$ cat src/rtl/spi_responder_if.sv
// SPI pin bundle and byte-stream handshake for the SPI mode-0 responder.
// The slave modport is the responder's view; master is the controller/user-logic view.
interface spi_responder_if;
  logic       spi_sck;
  logic       spi_ss;
  logic       spi_sdi;
  logic       spi_sdo;
  logic       spi_sdo_oe;
  logic [7:0] tx_data;
  logic       tx_valid;
  logic       tx_ready;
  logic [7:0] rx_data;
  logic       rx_valid;
  logic       tx_underrun;
  logic       frame_active;

  modport slave (
    input  spi_sck, spi_ss, spi_sdi, tx_data, tx_valid,
    output spi_sdo, spi_sdo_oe, tx_ready, rx_data, rx_valid, tx_underrun, frame_active
  );

  modport master (
    output spi_sck, spi_ss, spi_sdi, tx_data, tx_valid,
    input  spi_sdo, spi_sdo_oe, tx_ready, rx_data, rx_valid, tx_underrun, frame_active
  );
endinterface

$ cat src/rtl/spi_responder.sv
// SPI mode-0 responder: oversamples sck/ss/sdi in the 16 MHz domain and
// exchanges bytes with user logic over valid/ready streams.
module spi_responder #(
  parameter logic [7:0]  DEFAULT_TX  = 8'hFF,
  parameter int unsigned SYNC_STAGES = 2
) (
  input logic             clk_16mhz,
  input logic             reset,
  spi_responder_if.slave  bus
);

  typedef enum logic [0:0] {
    ST_IDLE,
    ST_ACTIVE
  } state_e;

  state_e state_q, state_d;

  logic [SYNC_STAGES-1:0] sck_sync_q, sck_sync_d;
  logic [SYNC_STAGES-1:0] ss_sync_q,  ss_sync_d;
  logic [SYNC_STAGES-1:0] sdi_sync_q, sdi_sync_d;
  logic                   sck_prev_q, sck_prev_d;
  logic                   ss_prev_q,  ss_prev_d;
  logic                   sdi_prev_q, sdi_prev_d;

  // Only the not-yet-driven bits are kept; the current bit lives in sdo_q.
  logic [6:0] tx_shift_q, tx_shift_d;
  logic [6:0] rx_shift_q, rx_shift_d;
  logic [2:0] bit_cnt_q,  bit_cnt_d;
  logic       sdo_q,      sdo_d;
  logic [7:0] hold_q,     hold_d;
  logic       hold_full_q, hold_full_d;
  logic [7:0] rx_data_q,  rx_data_d;
  logic       rx_valid_q, rx_valid_d;
  logic       tx_underrun_q, tx_underrun_d;
  logic       armed_q,    armed_d;

  logic       sck_s, ss_s;
  logic       sck_rise, sck_fall, ss_fall, ss_rise;
  logic       start_frame, end_frame, act_rise, act_fall;
  logic       load_tx, shift_tx, tx_write;
  logic [7:0] next_byte;
  logic [7:0] rx_byte;

  // ---------------------------------------------------------------------------
  // Synchronisers and edge-detect stage
  // ---------------------------------------------------------------------------
  always_comb begin
    sck_sync_d = {sck_sync_q[SYNC_STAGES-2:0], bus.spi_sck};
    ss_sync_d  = {ss_sync_q[SYNC_STAGES-2:0],  bus.spi_ss};
    sdi_sync_d = {sdi_sync_q[SYNC_STAGES-2:0], bus.spi_sdi};
    sck_prev_d = sck_sync_q[SYNC_STAGES-1];
    ss_prev_d  = ss_sync_q[SYNC_STAGES-1];
    sdi_prev_d = sdi_sync_q[SYNC_STAGES-1];
  end

  assign sck_s    = sck_sync_q[SYNC_STAGES-1];
  assign ss_s     = ss_sync_q[SYNC_STAGES-1];
  assign sck_rise =  sck_s & ~sck_prev_q;
  assign sck_fall = ~sck_s &  sck_prev_q;
  assign ss_fall  = ~ss_s  &  ss_prev_q;
  assign ss_rise  =  ss_s  & ~ss_prev_q;

  // ---------------------------------------------------------------------------
  // FSM: state register
  // ---------------------------------------------------------------------------
  always_ff @(posedge clk_16mhz or posedge reset) begin
    if (reset) begin
      state_q <= ST_IDLE;
    end else begin
      state_q <= state_d;
    end
  end

  // ---------------------------------------------------------------------------
  // FSM: next-state logic
  // ---------------------------------------------------------------------------
  always_comb begin
    state_d = state_q;
    case (state_q)
      ST_IDLE:   if (ss_fall) state_d = ST_ACTIVE;
      ST_ACTIVE: if (ss_rise) state_d = ST_IDLE;
      default:   state_d = ST_IDLE;
    endcase
  end

  // ---------------------------------------------------------------------------
  // FSM: output / control decode
  // ---------------------------------------------------------------------------
  always_comb begin
    start_frame      = 1'b0;
    end_frame        = 1'b0;
    act_rise         = 1'b0;
    act_fall         = 1'b0;
    bus.spi_sdo_oe   = 1'b0;
    bus.frame_active = 1'b0;
    case (state_q)
      ST_IDLE: begin
        start_frame = ss_fall;
      end
      ST_ACTIVE: begin
        bus.spi_sdo_oe   = 1'b1;
        bus.frame_active = 1'b1;
        end_frame        = ss_rise;
        // Frame end wins over a coincident sck edge; edges wait for sck low first.
        act_rise         = ~ss_rise & armed_q & sck_rise;
        act_fall         = ~ss_rise & armed_q & sck_fall;
      end
      default: ;
    endcase
  end

  assign bus.spi_sdo     = sdo_q;
  assign bus.tx_ready    = ~hold_full_q;
  assign bus.rx_data     = rx_data_q;
  assign bus.rx_valid    = rx_valid_q;
  assign bus.tx_underrun = tx_underrun_q;

  // ---------------------------------------------------------------------------
  // Datapath
  // ---------------------------------------------------------------------------
  assign next_byte = hold_full_q ? hold_q : DEFAULT_TX;
  assign load_tx   = start_frame | (act_fall & (bit_cnt_q == 3'd0));
  assign shift_tx  = act_fall & (bit_cnt_q != 3'd0);
  assign tx_write  = bus.tx_valid & ~hold_full_q;
  assign rx_byte   = {rx_shift_q, sdi_prev_q};

  always_comb begin
    tx_shift_d    = tx_shift_q;
    rx_shift_d    = rx_shift_q;
    bit_cnt_d     = bit_cnt_q;
    sdo_d         = sdo_q;
    hold_d        = hold_q;
    hold_full_d   = hold_full_q;
    rx_data_d     = rx_data_q;
    rx_valid_d    = 1'b0;
    tx_underrun_d = 1'b0;
    armed_d       = armed_q;

    if (start_frame) begin
      armed_d = ~sck_s;
    end else if (state_q == ST_ACTIVE && !sck_s) begin
      armed_d = 1'b1;
    end

    if (load_tx) begin
      tx_shift_d    = next_byte[6:0];
      sdo_d         = next_byte[7];
      tx_underrun_d = ~hold_full_q;
    end else if (shift_tx) begin
      tx_shift_d = {tx_shift_q[5:0], 1'b0};
      sdo_d      = tx_shift_q[6];
    end

    if (act_rise) begin
      rx_shift_d = rx_byte[6:0];
      bit_cnt_d  = bit_cnt_q + 3'd1;
      if (bit_cnt_q == 3'd7) begin
        rx_data_d  = rx_byte;
        rx_valid_d = 1'b1;
      end
    end

    if (state_q == ST_IDLE || end_frame) begin
      bit_cnt_d  = '0;
      rx_shift_d = '0;
    end

    // A load from an empty register coinciding with a write leaves it full.
    if (tx_write) begin
      hold_d      = bus.tx_data;
      hold_full_d = 1'b1;
    end else if (load_tx) begin
      hold_full_d = 1'b0;
    end
  end

  always_ff @(posedge clk_16mhz or posedge reset) begin
    if (reset) begin
      sck_sync_q    <= '0;
      ss_sync_q     <= '1;
      sdi_sync_q    <= '0;
      sck_prev_q    <= 1'b0;
      ss_prev_q     <= 1'b1;
      sdi_prev_q    <= 1'b0;
      tx_shift_q    <= '0;
      rx_shift_q    <= '0;
      bit_cnt_q     <= '0;
      sdo_q         <= 1'b1;
      hold_q        <= '0;
      hold_full_q   <= 1'b0;
      rx_data_q     <= '0;
      rx_valid_q    <= 1'b0;
      tx_underrun_q <= 1'b0;
      armed_q       <= 1'b0;
    end else begin
      sck_sync_q    <= sck_sync_d;
      ss_sync_q     <= ss_sync_d;
      sdi_sync_q    <= sdi_sync_d;
      sck_prev_q    <= sck_prev_d;
      ss_prev_q     <= ss_prev_d;
      sdi_prev_q    <= sdi_prev_d;
      tx_shift_q    <= tx_shift_d;
      rx_shift_q    <= rx_shift_d;
      bit_cnt_q     <= bit_cnt_d;
      sdo_q         <= sdo_d;
      hold_q        <= hold_d;
      hold_full_q   <= hold_full_d;
      rx_data_q     <= rx_data_d;
      rx_valid_q    <= rx_valid_d;
      tx_underrun_q <= tx_underrun_d;
      armed_q       <= armed_d;
    end
  end

endmodule

$ cat src/flat_wrapper.sv
// flat-port wrapper written by rule: the top's interface ports become plain ports
module spi_responder_flat 
#(
  parameter logic [7:0]  DEFAULT_TX  = 8'hFF,
  parameter int unsigned SYNC_STAGES = 2
)
  (clk_16mhz, reset, bus_spi_sck, bus_spi_ss, bus_spi_sdi, bus_tx_data, bus_tx_valid, bus_spi_sdo, bus_spi_sdo_oe, bus_tx_ready, bus_rx_data, bus_rx_valid, bus_tx_underrun, bus_frame_active);
  spi_responder_if bus_i ();
  input logic clk_16mhz;
  input logic reset;
  input wire logic [$bits(bus_i.spi_sck)-1:0] bus_spi_sck;
  input wire logic [$bits(bus_i.spi_ss)-1:0] bus_spi_ss;
  input wire logic [$bits(bus_i.spi_sdi)-1:0] bus_spi_sdi;
  input wire logic [$bits(bus_i.tx_data)-1:0] bus_tx_data;
  input wire logic [$bits(bus_i.tx_valid)-1:0] bus_tx_valid;
  output wire logic [$bits(bus_i.spi_sdo)-1:0] bus_spi_sdo;
  output wire logic [$bits(bus_i.spi_sdo_oe)-1:0] bus_spi_sdo_oe;
  output wire logic [$bits(bus_i.tx_ready)-1:0] bus_tx_ready;
  output wire logic [$bits(bus_i.rx_data)-1:0] bus_rx_data;
  output wire logic [$bits(bus_i.rx_valid)-1:0] bus_rx_valid;
  output wire logic [$bits(bus_i.tx_underrun)-1:0] bus_tx_underrun;
  output wire logic [$bits(bus_i.frame_active)-1:0] bus_frame_active;
  assign bus_i.spi_sck = bus_spi_sck;
  assign bus_i.spi_ss = bus_spi_ss;
  assign bus_i.spi_sdi = bus_spi_sdi;
  assign bus_i.tx_data = bus_tx_data;
  assign bus_i.tx_valid = bus_tx_valid;
  assign bus_spi_sdo = bus_i.spi_sdo;
  assign bus_spi_sdo_oe = bus_i.spi_sdo_oe;
  assign bus_tx_ready = bus_i.tx_ready;
  assign bus_rx_data = bus_i.rx_data;
  assign bus_rx_valid = bus_i.rx_valid;
  assign bus_tx_underrun = bus_i.tx_underrun;
  assign bus_frame_active = bus_i.frame_active;
  spi_responder #(.DEFAULT_TX(DEFAULT_TX), .SYNC_STAGES(SYNC_STAGES)) u_core (.clk_16mhz(clk_16mhz), .reset(reset), .bus(bus_i));
endmodule
$ cat config.mk
export PLATFORM = sky130hd
export DESIGN_NAME = spi_responder_flat
export DESIGN_NICKNAME = d
export VERILOG_FILES = /design/src/rtl/spi_responder_if.sv /design/src/rtl/spi_responder.sv /design/src/flat_wrapper.sv
export SDC_FILE = /design/constraint.sdc
export NUM_CORES = 1
export LEC_CHECK = 0
export CORE_UTILIZATION = 57
export DETAILED_ROUTE_END_ITERATION = 8
export GPL_TIMING_DRIVEN = 1
export PLACE_DENSITY = 0.83
export SYNTH_ARGS = -nofsm -noshare
export SYNTH_HDL_FRONTEND = slang
export SYNTH_SLANG_ARGS = --single-unit
$ cat constraint.sdc
create_clock -name clk_16mhz -period 2.4 [get_ports clk_16mhz]
set_input_delay 0.24 -clock clk_16mhz [delete_from_list [all_inputs] [get_ports clk_16mhz]]
set_output_delay 0.24 -clock clk_16mhz [all_outputs]
set_load 0.005 [all_outputs]
==> reports/results.tsv <==
metric	value	unit
postCtsSetupRepairBufs	0	
overflow	0	
grt_pass1_vias	1167	
hp-class	in2reg	
cts_resized	0	
vias	1261	
fin_cells	215	
synthesis.nets	164	
routabilityCongestion	0.825	
antenna_left	0	
ys_seq_area_frac	0.612	
track_usage	0.219	
synth_compound_area_frac	0.132	
ios	28	
dp.cells	207	
combPwrFrac	0.224	
slew_viol_final	0	
synth_top_family_by_area	compound AO/OA/AOI/OAI gates	
critPathTopFamily	simple AND/OR/NAND/NOR gates	
tightest_slew	0.946	ns
hpwl	2.43	mm
clock_tree.buffer_depth	2	
rsz0062_at_grt	no	
fin_tns_setup	0	ns
cts_buffers	5	
status	finished, final reports clean	
firstDrtPassIters	5	
critPathMaxFanout	13	
leakagePower	1.00	nW
n_antenna_cell	0	
vias_per_cell	5.87	
fmax	0.546	GHz
path_buf_inv	0	
clk_pin_slew_worst_paths	0.12	ns
critical_path.endpoint_type	flop	
start_util	0.625	
postCtsHoldBufs	0	
die_w	60.8	um
core	3150	um2
worstPathArrival	2.08	ns
seqPwrFrac	0.577	
worst-endpoint-required	2.65	ns
synth.avg_cell_area	13.4	um2
synth.cell_area	1970	um2
wire_per_inst	15.9	um
clkPwrFrac	0.198	
drv_cap	0	
cts-root-buf	clkbuf_4	
grt_max_degree	49	
antenna_found_initial	0	
cp_slowest_cell	dfstp_2	
port_buffers	27	
vdd_ir_drop_max	390	uV
rows	20	
min_period_over_period	0.763	
power.internal	0.00136	W
p_switching	0.000530	W
skew	0.00663	ns
area_growth	15.6	%
synth_xor_area_frac	0.00445	
synth.distinct_cells	31	
yosys.area_share.simple	0.0839	
setup_viol	0	
synth_warnings	0	
p_sw_frac	0.281	
yosys_register_bits	48	
htree_levels	2	
drt_iter0_markers	53	
drc	0	
drt_wl_total	3.41	mm
path_cells	nand2b_1 > nand4_2 > mux2_2	
postSynthCellCount	147	
synthMuxAreaShare	0.0966	
nNetsFinal	187	
critPathLaunchType	flop	
die_h	60.8	um
dieArea	3690	um2
period_minus_slack	1.83	ns
cts_tree	built	
max-slew-margin-rel	0.368	
cts.sinks	48	
grt_pass1_wl	5.62	mm
clock_latency	0.36	ns
power_density	828	nW/um2
hold_violations	0	
final_layout_size_suffix_gt1_frac	0.187	
fill_cells	232	
synth_fa_ha_area_frac	0.0191	
path_class	reg2reg	
crit_path_max_incr_delay	0.58	ns
[cell type report]
class	instances	area, um2	area share
sequential	48	1210	0.530
multi-input combinational	81	661	0.290
timing repair buffer	27	270	0.119
inverter	7	26.3	0.0115
tap	44	55.1	0.0242
clock buffer	8	58.8	0.0258
[layer usage]
layer	GRT usage	wire length [um]	vias up
met5	0	0	-
li1	-	-	586
met4	0.0974	61	0
met1	0.282	1490	628
met3	0.0768	156	6
met2	0.338	1700	41
[power groups by stage]
stage               Clock, W  Combinational [W]  Sequential [W]
floorplan                  0           0.000325         0.00106
global placement           0           0.000403         0.00109
detailed placement         0           0.000425         0.00110
CTS                 0.000391           0.000425         0.00109
global route        0.000416           0.000463         0.00110
finish              0.000374           0.000423         0.00109
[cells by family (layout without fill, tap and decap cells)]
group / after synthesis / after routing
and+or+nand+nor: 24 / 24
buffers and inverters: 18 / 42
muxes: 17 / 17
adders and majority gates: 3 / 3
AOI/OAI and AO/OA: 36 / 36
DFF: 48 / 48
xor gates and xnor gates: 1 / 1
[metrics by stage]
step | util | area (um2) | setup WS (ns) | power, W | hold slack [ns]
finish | 0.722 | 2280 | 0.568 | 0.00189 | 0.273
floorplan | - | 1970 | 0.973 | 0.00139 | 0.244
global placement | 0.704 | 2220 | 0.637 | 0.00149 | 0.334
global route | 0.722 | 2280 | 0.445 | 0.00198 | 0.247
CTS | 0.722 | 2280 | 0.583 | 0.00190 | 0.258
detailed placement | 0.704 | 2220 | 0.591 | 0.00153 | 0.338
[synth_stat cells (all sizes together)]
cell / count / area share
o22ai: 8 / 0.025
nand2b: 3 / 0.0095
a21o: 2 / 0.0076
dfrtp: 44 / 0.56
clkbuf: 2 / 0.0038
and4b: 1 / 0.0051
a31oi: 8 / 0.025
dfstp: 4 / 0.053
nand2: 2 / 0.0038
inv: 6 / 0.011
nand3: 7 / 0.018
nand4: 1 / 0.0064
or3b: 1 / 0.0044
and3b: 2 / 0.0095
ha: 3 / 0.019
a21oi: 1 / 0.0025
mux2: 16 / 0.091
nor2b: 2 / 0.0064
nor3b: 2 / 0.013
clkinv: 1 / 0.0019
a22o: 9 / 0.040
a211oi: 8 / 0.030
mux2i: 1 / 0.0051
and3: 1 / 0.0038
xnor2: 1 / 0.0044
buf: 9 / 0.035
nor2: 2 / 0.0038
[sequential cells by signal, indices dropped and copies added (netlist names), 2 cells and up]
| register | count |
|---|---|
| u_core.bit_cnt_q | 3 |
| u_core.ss_sync_q | 2 |
| u_core.sck_sync_q | 2 |
| u_core.tx_shift_q | 7 |
| u_core.rx_shift_q | 7 |
| u_core.hold_q | 8 |
| u_core.bus.rx_data | 8 |
| u_core.sdi_sync_q | 2 |
[cells in the final DEF, fill, tap and decap left out, drive strengths merged, types with 3 or more instances in the layout]
master	count
a211oi	8
a22o	9
a31oi	8
clkbuf	8
clkdlybuf4s50	27
dfrtp	44
dfstp	4
ha	3
inv	6
mux2	16
nand2b	3
nand3	7
o22ai	8
[path summary, 6_finish.rpt]
check                                                    start                                end  slack (ns)  cells after the start
worst max-delay path                u_core.ss_prev_q$_DFF_PP1_  u_core.bus.rx_data[0]$_DFFE_PP0P_        0.57                      3
worst min-delay path                                bus_spi_ss      u_core.ss_sync_q[0]$_DFF_PP1_        0.27                      1
worst max register to register      u_core.ss_prev_q$_DFF_PP1_  u_core.bus.rx_data[0]$_DFFE_PP0P_        0.57                      3
worst min register to register  u_core.sdi_sync_q[1]$_DFF_PP0_        u_core.sdi_prev_q$_DFF_PP0_        0.36                      0
max in group asynchronous                                reset  u_core.bus.rx_data[7]$_DFFE_PP0P_        1.42                      2
min in group asynchronous                                reset   u_core.tx_shift_q[1]$_DFFE_PP0P_        0.40                      2
Power figures use the tool's default switching activity.
